$ cat config.mk
export PLATFORM = sky130hd
export DESIGN_NAME = memory_access_stage
export DESIGN_NICKNAME = d
export VERILOG_FILES = /design/src/rtl/rv64_mem_pkg.sv /design/src/rtl/mem_lane_align.sv /design/src/rtl/memory_access_stage.sv
export SDC_FILE = /design/constraint.sdc
export NUM_CORES = 1
export LEC_CHECK = 0
export ABC_CLOCK_PERIOD_IN_PS = 4200
export CAP_MARGIN = 20
export CORE_AREA = 2 2 190 192
export CTS_BUF_LIST = sky130_fd_sc_hd__clkbuf_4
export DETAILED_ROUTE_END_ITERATION = 10
export DIE_AREA = 0 0 192 194
export PLACE_DENSITY = 0.74
export SLEW_MARGIN = 40
export SYNTH_ARGS = -nofsm -noshare
export SYNTH_HDL_FRONTEND = slang
export SYNTH_HIERARCHICAL = 1
export SYNTH_SLANG_ARGS = --single-unit
$ cat constraint.sdc
create_clock -name clk -period 4.2 [get_ports clk]
set_input_delay 0.63 -clock clk [delete_from_list [all_inputs] [get_ports clk]]
set_output_delay 0.63 -clock clk [all_outputs]
set_load 0.005 [all_outputs]
$ cat src/rtl/rv64_mem_pkg.sv
// rv64_mem_pkg: shared types and helpers for the RV64I memory-access stage.
//   ex_op_e    : execute-to-memory operation code (ALU pass, LOAD, STORE, FENCE)
//   state_e    : memory-stage FSM states
//   F3_*       : RV64I load/store funct3 encodings
//   access_size: bytes touched by a funct3[1:0] size code
//   access_ok  : funct3 legality plus natural-alignment check
package rv64_mem_pkg;

  typedef enum logic [1:0] {
    OP_ALU   = 2'd0,
    OP_LOAD  = 2'd1,
    OP_STORE = 2'd2,
    OP_FENCE = 2'd3
  } ex_op_e;

  typedef enum logic [1:0] {
    ST_IDLE  = 2'd0,
    ST_BUS   = 2'd1,
    ST_FENCE = 2'd2,
    ST_DONE  = 2'd3
  } state_e;

  localparam logic [2:0] F3_LB  = 3'b000;
  localparam logic [2:0] F3_LH  = 3'b001;
  localparam logic [2:0] F3_LW  = 3'b010;
  localparam logic [2:0] F3_LD  = 3'b011;
  localparam logic [2:0] F3_LBU = 3'b100;
  localparam logic [2:0] F3_LHU = 3'b101;
  localparam logic [2:0] F3_LWU = 3'b110;

  localparam logic [2:0] F3_SB  = 3'b000;
  localparam logic [2:0] F3_SH  = 3'b001;
  localparam logic [2:0] F3_SW  = 3'b010;
  localparam logic [2:0] F3_SD  = 3'b011;

  function automatic logic [3:0] access_size(input logic [1:0] sz);
    access_size = 4'd1 << sz;
  endfunction

  // An encoding with no defined width (LOAD 111, STORE 1xx) is folded into
  // the misaligned case so both take the same fault path.
  function automatic logic access_ok(input logic       is_store,
                                     input logic [2:0] f3,
                                     input logic [2:0] lo);
    logic [3:0] mask;
    logic       f3_ok;
    mask      = access_size(f3[1:0]) - 4'd1;
    f3_ok     = is_store ? ~f3[2] : (f3 != 3'b111);
    access_ok = f3_ok && (({1'b0, lo} & mask) == 4'd0);
  endfunction

endpackage

$ cat src/rtl/mem_lane_align.sv
// mem_lane_align: combinational byte-lane handling for a 64-bit data bus.
//   funct3_i     : load/store funct3 of the latched instruction
//   lane_i       : address bits [2:0] (byte lane of the access)
//   store_data_i : rs2 value to be stored
//   rdata_i      : raw bus read data
//   load_val_o   : extracted and sign/zero-extended load result
//   wdata_o      : store data replicated so the addressed lane carries it
//   wstrb_o      : byte strobes for the store
module mem_lane_align
  import rv64_mem_pkg::*;
#(
  parameter int XLEN = 64
) (
  input  logic [2:0]      funct3_i,
  input  logic [2:0]      lane_i,
  input  logic [XLEN-1:0] store_data_i,
  input  logic [XLEN-1:0] rdata_i,
  output logic [XLEN-1:0] load_val_o,
  output logic [XLEN-1:0] wdata_o,
  output logic [7:0]      wstrb_o
);

  logic [XLEN-1:0] shifted;

  // Move the addressed lane down to bit 0 before extension.
  assign shifted = rdata_i >> {lane_i, 3'b000};

  always_comb begin
    load_val_o = '0;
    case (funct3_i)
      F3_LB:   load_val_o = {{(XLEN-8){shifted[7]}},   shifted[7:0]};
      F3_LH:   load_val_o = {{(XLEN-16){shifted[15]}}, shifted[15:0]};
      F3_LW:   load_val_o = {{(XLEN-32){shifted[31]}}, shifted[31:0]};
      F3_LD:   load_val_o = shifted;
      F3_LBU:  load_val_o = {{(XLEN-8){1'b0}},  shifted[7:0]};
      F3_LHU:  load_val_o = {{(XLEN-16){1'b0}}, shifted[15:0]};
      F3_LWU:  load_val_o = {{(XLEN-32){1'b0}}, shifted[31:0]};
      default: load_val_o = '0;
    endcase
  end

  // Replicating the operand across the bus puts it on every naturally
  // aligned lane, so only the strobe needs to depend on the address.
  always_comb begin
    wdata_o = '0;
    wstrb_o = '0;
    case (funct3_i)
      F3_SB: begin
        wdata_o = {(XLEN/8){store_data_i[7:0]}};
        wstrb_o = 8'h01 << lane_i;
      end
      F3_SH: begin
        wdata_o = {(XLEN/16){store_data_i[15:0]}};
        wstrb_o = 8'h03 << lane_i;
      end
      F3_SW: begin
        wdata_o = {(XLEN/32){store_data_i[31:0]}};
        wstrb_o = 8'h0F << lane_i;
      end
      F3_SD: begin
        wdata_o = store_data_i;
        wstrb_o = 8'hFF;
      end
      default: begin
        wdata_o = '0;
        wstrb_o = '0;
      end
    endcase
  end

endmodule

$ cat src/rtl/memory_access_stage.sv
// memory_access_stage: RV64I memory-access pipeline stage.
// Accepts one instruction from execute, performs loads/stores over a
// single-outstanding bus, holds FENCEs until the memory system is idle, and
// presents a one-cycle result to the downstream register.
//   clk, rst (async, active-low)
//   ex_*      : instruction from execute, ex_ready high only in IDLE
//   mem_*     : request/response bus, mem_idle from the memory system
//   rd_out, io_out_addr, memory_we_out, fence_sig_out, fence_mode_out,
//   fault_out : result, non-zero only in the single DONE cycle
// Optional build macro MEM_TIMEOUT_EN adds a bus-ack timeout of
// TIMEOUT_CYCLES request cycles; without it the bus waits indefinitely.
module memory_access_stage
  import rv64_mem_pkg::*;
#(
  parameter int XLEN           = 64,
  parameter int TIMEOUT_CYCLES = 256
) (
  input  logic            clk,
  input  logic            rst,
  input  logic            ex_valid,
  output logic            ex_ready,
  input  logic [1:0]      ex_op,
  input  logic [2:0]      ex_funct3,
  input  logic [XLEN-1:0] ex_addr,
  input  logic [XLEN-1:0] ex_store_data,
  input  logic [7:0]      ex_fence_sig,
  input  logic [3:0]      ex_fence_mode,
  output logic            mem_req,
  output logic            mem_we,
  output logic [XLEN-1:0] mem_addr,
  output logic [XLEN-1:0] mem_wdata,
  output logic [7:0]      mem_wstrb,
  input  logic            mem_ack,
  input  logic            mem_err,
  input  logic [XLEN-1:0] mem_rdata,
  input  logic            mem_idle,
  output logic [XLEN-1:0] rd_out,
  output logic [XLEN-1:0] io_out_addr,
  output logic            memory_we_out,
  output logic [7:0]      fence_sig_out,
  output logic [3:0]      fence_mode_out,
  output logic            fault_out
);

  state_e          state_q, state_d;
  ex_op_e          op_q;
  logic [2:0]      f3_q;
  logic [XLEN-1:0] addr_q, sdata_q;
  logic [7:0]      fsig_q;
  logic [3:0]      fmode_q;
  logic [XLEN-1:0] rd_q, rd_d;
  logic            fault_q, fault_d;
  logic            we_q, we_d;

  logic            accept, in_bus, in_done, is_store_q, expired;
  logic [XLEN-1:0] load_val, lane_wdata;
  logic [7:0]      lane_wstrb;

  assign accept     = (state_q == ST_IDLE) && ex_valid;
  assign in_bus     = (state_q == ST_BUS);
  assign in_done    = (state_q == ST_DONE);
  assign is_store_q = (op_q == OP_STORE);

  mem_lane_align #(.XLEN(XLEN)) u_align (
    .funct3_i     (f3_q),
    .lane_i       (addr_q[2:0]),
    .store_data_i (sdata_q),
    .rdata_i      (mem_rdata),
    .load_val_o   (load_val),
    .wdata_o      (lane_wdata),
    .wstrb_o      (lane_wstrb)
  );

`ifdef MEM_TIMEOUT_EN
  localparam int CNT_W = $clog2(TIMEOUT_CYCLES + 1);

  logic [CNT_W-1:0] cnt_q, cnt_d;

  // Counts request cycles without ack; expiry fires during the last allowed
  // request cycle so mem_req is high for exactly TIMEOUT_CYCLES cycles.
  assign cnt_d   = (in_bus && !mem_ack) ? cnt_q + 1'b1 : '0;
  assign expired = in_bus && (cnt_q == CNT_W'(TIMEOUT_CYCLES - 1));

  always_ff @(posedge clk or negedge rst) begin
    if (!rst) cnt_q <= '0;
    else      cnt_q <= cnt_d;
  end
`else
  assign expired = 1'b0;

  // TIMEOUT_CYCLES only shapes logic when the timeout is compiled in.
  if (TIMEOUT_CYCLES < 1) begin : g_timeout_cfg_unused
  end
`endif

  always_comb begin
    state_d = state_q;
    rd_d    = rd_q;
    fault_d = fault_q;
    we_d    = we_q;
    case (state_q)
      ST_IDLE: begin
        if (ex_valid) begin
          rd_d    = '0;
          fault_d = 1'b0;
          we_d    = 1'b0;
          case (ex_op_e'(ex_op))
            OP_ALU: begin
              rd_d    = ex_addr;
              state_d = ST_DONE;
            end
            OP_LOAD, OP_STORE: begin
              if (access_ok(ex_op == OP_STORE, ex_funct3, ex_addr[2:0])) begin
                state_d = ST_BUS;
              end else begin
                fault_d = 1'b1;
                state_d = ST_DONE;
              end
            end
            default: state_d = ST_FENCE;
          endcase
        end
      end
      ST_BUS: begin
        // Ack takes priority over a same-cycle timeout expiry.
        if (mem_ack) begin
          state_d = ST_DONE;
          if (mem_err) begin
            fault_d = 1'b1;
            rd_d    = '0;
          end else if (is_store_q) begin
            we_d = 1'b1;
            rd_d = '0;
          end else begin
            rd_d = load_val;
          end
        end else if (expired) begin
          fault_d = 1'b1;
          rd_d    = '0;
          state_d = ST_DONE;
        end
      end
      ST_FENCE: begin
        if (mem_idle) state_d = ST_DONE;
      end
      default: state_d = ST_IDLE;
    endcase
  end

  always_ff @(posedge clk or negedge rst) begin
    if (!rst) state_q <= ST_IDLE;
    else      state_q <= state_d;
  end

  // Data registers need no reset: every output they feed is gated by state.
  always_ff @(posedge clk) begin
    if (accept) begin
      op_q    <= ex_op_e'(ex_op);
      f3_q    <= ex_funct3;
      addr_q  <= ex_addr;
      sdata_q <= ex_store_data;
      fsig_q  <= ex_fence_sig;
      fmode_q <= ex_fence_mode;
    end
    rd_q    <= rd_d;
    fault_q <= fault_d;
    we_q    <= we_d;
  end

  assign ex_ready  = (state_q == ST_IDLE);

  assign mem_req   = in_bus;
  assign mem_we    = in_bus && is_store_q;
  assign mem_addr  = in_bus ? {addr_q[XLEN-1:3], 3'b000} : '0;
  assign mem_wdata = (in_bus && is_store_q) ? lane_wdata : '0;
  assign mem_wstrb = (in_bus && is_store_q) ? lane_wstrb : '0;

  assign rd_out         = in_done ? rd_q : '0;
  assign io_out_addr    = in_done ? addr_q : '0;
  assign memory_we_out  = in_done && we_q;
  assign fault_out      = in_done && fault_q;
  assign fence_sig_out  = (in_done && op_q == OP_FENCE) ? fsig_q : '0;
  assign fence_mode_out = (in_done && op_q == OP_FENCE) ? fmode_q : '0;

endmodule

==> results of run 1 <==
## per-stage QoR
step	worst slack (ns)	cell area (sq um)	instances
floorplan	1.21	12700	1181
global placement	1.21	17900	2044
detailed placement	1.18	17900	2044
CTS	0.311	18600	2142
global route	0.195	18600	2146
finish	0.406	18600	2148
## worst reg2reg max path, stage by stage, from the launching register on
cell,delay [ns]
edfxtp_1,0.83
buf_12,0.39
mux4_2,0.60
a22oi_1,0.22
o21ai_0,0.21
a22o_1,0.25
## cell type report
cell class,count,area (sq um)
fillers,3089,16700
diodes,6,15.0
well taps,461,577
inverters,34,128
clock buffers,74,556
clock inverters,23,95.1
repair buffers,512,5160
multi-input cells,825,5640
flip-flops and latches,213,6390
## synthesized netlist by cell type, types with 2 or more instances
library cell,instances
edfxtp_1,211
and2_1,208
nand2_1,86
mux2i_1,77
and3_1,76
nor2_1,66
a21oi_1,65
a22o_1,64
clkbuf_1,46
o21ai_0,38
inv_1,32
buf_2,28
a211oi_1,19
mux4_2,15
a22oi_1,14
mux2_2,14
buf_4,12
o21bai_1,9
ha_1,8
buf_1,7
buf_6,7
clkbuf_2,6
nand2_2,6
nand2b_1,6
nor2b_1,6
o21ai_2,6
o221ai_1,6
a31oi_1,4
o211ai_1,3
a21o_1,2
and2b_1,2
buf_12,2
dfrtp_1,2
nor3_1,2
or2_2,2
## cells by family (layout without fill, tap and decap cells)
kind of cell | count (synthesis) | count (layout)
mux | 106 | 106
compound gates | 241 | 241
buf+inv | 143 | 643
other cells | 1 | 9
simple gates | 467 | 467
flops | 213 | 213
fa+ha+maj | 8 | 8
## registers in the layout (all words and copies together) (netlist names)
signal   cells
fmode_q      4
we_q         1
op_q         2
state_q      2
f3_q         3
addr_q      64
fault_q      1
sdata_q     64
fsig_q       8
rd_q        64
## layer usage
metal  vias to the layer above  track usage [%]
met5                         -                0
met4                         2             7.86
met3                        76             7.69
met2                       555             45.3
met1                      5336             26.6
li1                       5218                -
## worst min path at each step
| stage | slack (ns) | startpoint | endpoint | cells after the start |
|---|---|---|---|---|
| after global placement | 0.69 | state_q[0] | state_q[0] | 2 |
| after global routing | 0.32 | ex_store_data[43] | sdata_q[43] | 1 |
| after CTS | 0.33 | ex_store_data[30] | sdata_q[30] | 1 |
| after detailed placement | 0.73 | state_q[0] | state_q[0] | 2 |
| final | 0.42 | ex_store_data[30] | sdata_q[30] | 1 |
| after floorplan | 0.33 | rst | state_q[0] | 0 |
## report_power, final
group	switching (mW)	internal, mW
registers	0.240	3.17
clock network	0.886	0.820
logic	2.13	2.04
==> metrics, run 1 <==
status=complete, no violations; largest family of logic cells by synthesized area=simple AND/OR/NAND/NOR gates; flops & latches, synth=213; Design Power=9.28 mW; die height=194 microns; crit start category=flip-flop; Worst path top cell family by delay=buffers and inverters; Die ar.=37200 sq um; row cnt=69; Critical Path Start=f3_q[1]; Synth Area in XOR/XNOR=0%; Worst Setup EP=mem_wdata[53]; Post-route DRC=0; crit path DAT=3.16 ns; initial antenna violation count=6; Longest Clk Path Bufs=3; fin nets=1867; commonest non-fill, non-tap cell in the layout=clkdlybuf4s50_1; final hold vios=0; Yosys top cell area share=49.9%; minimum clock period=3.79 ns; Hold Slack=0.415 ns; # Max-Cap Violations=0; Reg clk slew, reported paths=0.07 ns; top sig layer=met5; number of DRC markers in iteration 0=686; Leakage=7.25 nW; Levels on crit path=5; Peak VDD IR=0.000352 V; Syn Area/Cell=10.8 sq um; Async S/R FF share, synth=0.939%; max incr delay on CP=0.73 ns; Max FO, Critical Path=64; vias in the first global route=11403; area of the mapped netlist=12700 sq um; post-CTS setup buffer count=0; Synth Area in Adders=0.788%; Initial Util=36.0%; CTS sink count=213; core area=35200 sq um; Synth cell types=57; Port Buffer Count=492; Post-Route WL=47300 microns; CTS tree=built; crit end category=output pin; CP Class=reg2out; post-DR wirelength/cell=22.0 microns; largest area contributor in the netlist=edfxtp_1; DR pass1 iterations=5; # hold bufs at CTS=1; quantity of gates resized following cts=0; share of cells above drive strength 1=9.40%; grt ovf=0; WP data required=3.57 ns; FF-to-FF path depth=5; clock skew=0.0422 ns; post-route ant nets=0; Synth Area in Compound Gates=13.1%; yosys warns=6; register area share after synthesis=50.3%; first-pass GRT wire length=69200 microns; number of buffers and inverters on the critical path=2; EDFF count, synth=211; M1 WL=17000 microns; top cells by area, synth=edfxtp_1 50%, and2_1 10%, mux2i_1 6.1%, a22o_1 4.4%, and3_1 3.7%; Met2 Wirelength=24600 microns; I/O Pins=496; Final period util=90.3%; final RePlAce weighted congestion=0.882; Layout area overhead=46.2%; Root Driver=clkbuf_4; largest net degree at the start of global routing=131; hold crit path type=in2reg; met3 WL=4450 microns; Slew Limit Fails=0; GRT Total Usage=24.6%; DP Wirelength=35300 microns; Max Fclk=264 MHz; Chip Width=192 microns; most frequent cells in the layout=492 x clkdlybuf4s50_1, 211 x edfxtp_1, 207 x and2_1; Post-Synth Simple-Gate Area=20.1%; Util after Layout=52.7%; Clock Latency Late Sink=0.78 ns; Setup TNS Final=0 ns; CTS Buf Count=58; vias=11187; post-synthesis mux area share=9.97%; power per cell area=500 nW/um^2; worst slew pin tran=0.789 ns; RSZ-0062 raised after global routing=false; Crit-path slowest cell=edfxtp_1; number of setup violations in the final report=0; Synth Instances=1179; worst flop-to-flop path startpoint=addr_q[0]; htree depth=2; R2R Setup Slk=1.46 ns; Via density=5.21; R2R Path End=rd_q[17]; cell chain of the critical path=buf_12 -> nor2_1 -> a211oi_1 -> and3_1 -> clkdlybuf4s50_1; Worst slew margin=47.4%; ys flop type=edfxtp_1
No activity file was read; power rests on OpenSTA's default activity.
==> run 2: changes to the inputs <==
--- a/config.mk
+++ b/config.mk
@@ -6,11 +6,12 @@
 export NUM_CORES = 1
 export LEC_CHECK = 0
 export ABC_CLOCK_PERIOD_IN_PS = 4200
-export CAP_MARGIN = 20
+export CAP_MARGIN = 0
 export CORE_AREA = 2 2 190 192
 export CTS_BUF_LIST = sky130_fd_sc_hd__clkbuf_4
 export DETAILED_ROUTE_END_ITERATION = 10
 export DIE_AREA = 0 0 192 194
+export MAX_ROUTING_LAYER = met4
 export PLACE_DENSITY = 0.74
 export SLEW_MARGIN = 40
 export SYNTH_ARGS = -nofsm -noshare
==> run 2 against run 1 <==
Effect of this change: non-clock buffer count unchanged; sequential power about the same; largest cell class unchanged; final area about the same.
==> metrics, run 2 (synthesis gave the netlist of run 1 again) <==
power per cell area=500 nW/um^2 (about the same); CP Class=reg2out; CTS Buf Count=58 (unchanged); post-route ant nets=0 (unchanged); crit end category=output pin; DP Wirelength=35300 microns (unchanged); R2R Setup Slk=1.47 ns (about the same); minimum clock period=3.77 ns (-0.0229 ns); final worst setup slack=0.429 ns (+0.0229 ns); number of setup violations in the final report=0 (unchanged); Hold Path Stages=1 (unchanged); Top Registers=addr_q: 64 flops, rd_q: 64 flops, sdata_q: 64 flops; post-DR wirelength/cell=22.0 microns (about the same); number of DRC markers in iteration 0=702 (+2.3%); Post-Route WL=47300 microns (about the same); Post-Place Setup Slack=1.18 ns (unchanged); dpl cells=2044 (unchanged); Peak VDD IR=0.000350 V (-0.46%); worst slew pin tran=0.776 ns (-0.0134 ns); DR pass1 iterations=5 (unchanged); design area=18600 sq um (about the same); # hold bufs at CTS=1 (unchanged); Layout area overhead=46.3% (about the same); quantity of gates resized following cts=0 (unchanged); Longest Clk Path Bufs=3 (unchanged); Post-route DRC=0 (unchanged); most frequent cells in the layout=492 x clkdlybuf4s50_1, 211 x edfxtp_1, 207 x and2_1; initial antenna violation count=6 (unchanged); Root Driver=clkbuf_4; vias in the first global route=11448 (+0.39%); WHS Endpoint=sdata_q[30]; clock skew=0.0495 ns (+0.00727 ns); Max FO, Critical Path=64 (unchanged); # Max-Cap Violations=0 (unchanged); Design Power=9.28 mW (about the same); final hold vios=0 (unchanged); Max Fclk=265 MHz (+0.61%); commonest non-fill, non-tap cell in the layout=clkdlybuf4s50_1; Final Non-Filler Cells=2150 (+0.093%); Util after Layout=52.7% (about the same); Placed Area=17900 sq um (unchanged); CTS sink count=213 (unchanged); hold path start=ex_store_data[30]; grt ovf=0 (unchanged); Worst slew margin=48.3% (+0.90 points); Reg clk slew, reported paths=0.07 ns (about the same); final RePlAce weighted congestion=0.897 (+1.7%); largest net degree at the start of global routing=131 (unchanged); I/O Pins=496 (unchanged); GRT Total Usage=25.4% (+0.78 points); FF-to-FF path depth=5 (unchanged); die height=194 microns (unchanged); hold crit path type=in2reg; crit path DAT=3.14 ns (-0.02 ns); CTS tree=built; Hold Slack=0.413 ns (-0.00200 ns); status=complete, no violations; max incr delay on CP=0.72 ns (about the same); htree depth=2 (unchanged); Slew Limit Fails=0 (unchanged); WP data required=3.57 ns (about the same); Setup TNS Final=0 ns (unchanged); post-CTS setup buffer count=0 (unchanged); cell chain of the critical path=buf_12 -> nor2_1 -> a211oi_1 -> and3_1 -> clkdlybuf4s50_1; R2R Path End=rd_q[17]; Clock Latency Late Sink=0.78 ns (about the same); crit start category=flip-flop; Port Buffer Count=492 (unchanged); Final period util=89.8% (-0.55 points); Critical Path Start=f3_q[1]; RSZ-0062 raised after global routing=false; fill cell total of the finished layout=3087 (-0.065%); worst flop-to-flop path startpoint=addr_q[0]; share of cells above drive strength 1=9.40% (unchanged); core area=35200 sq um (unchanged); row cnt=69 (unchanged); Chip Width=192 microns (unchanged); Crit-path slowest cell=edfxtp_1; vias=11182 (-0.045%); Leakage=7.25 nW (about the same); fin nets=1867 (unchanged); Die ar.=37200 sq um (unchanged); Via density=5.20 (-0.14%); first-pass GRT wire length=69100 microns (-0.12%); Initial Util=36.0% (unchanged)
==> run 2: changes by cell type in the layout (fill, tap and decap cells not counted), sizes merged <==
cell | previous run | this run
diode | 6 | 8
==> run 2: per-layer routing <==
metal	global-route usage, %	part of all wire (%)	vias up
li1	-	-	5215
met1	26.8	36	5360
met2	45.4	52	532
met3	7.51	9.5	75
met4	7.80	2.7	0
met5	-	0	-
==> run 2: power by group <==
part / internal [mW] / leakage [nW] / switching [mW] / total (mW)
logic: 2.04 / 4.83 / 2.13 / 4.17
registers: 3.17 / 2.02 / 0.241 / 3.41
clock network: 0.819 / 0.396 / 0.880 / 1.70
total: 6.03 / 7.25 / 3.25 / 9.28
==> run 2: worst max path at each step <==
stage                          to  slack [ns]
floorplan               addr_q[0]        1.21
global placement    mem_wdata[53]        1.21
detailed placement  mem_wdata[53]        1.18
CTS                 mem_wdata[53]        0.31
global route        mem_wdata[53]        0.20
finish              mem_wdata[53]        0.43
==> run 2: cell type report <==
type	count	area, sq um	area share (%)
multi-input combinational	825	5640	30.4
clock buffer	74	556	2.99
clock inverter	23	95.1	0.512
inverter	34	128	0.687
timing repair buffer	512	5160	27.8
antenna	8	20.0	0.108
sequential	213	6390	34.4
tap	461	577	3.11
==> run 2: critical path: cells and delay by family, from the launching register on <==
kind	cells	cell delay (ns)
AO/OA/AOI/OAI	1	0.48
buffers and inverters	2	0.85
flip-flops	1	0.72
AND/OR/NAND/NOR	2	0.32
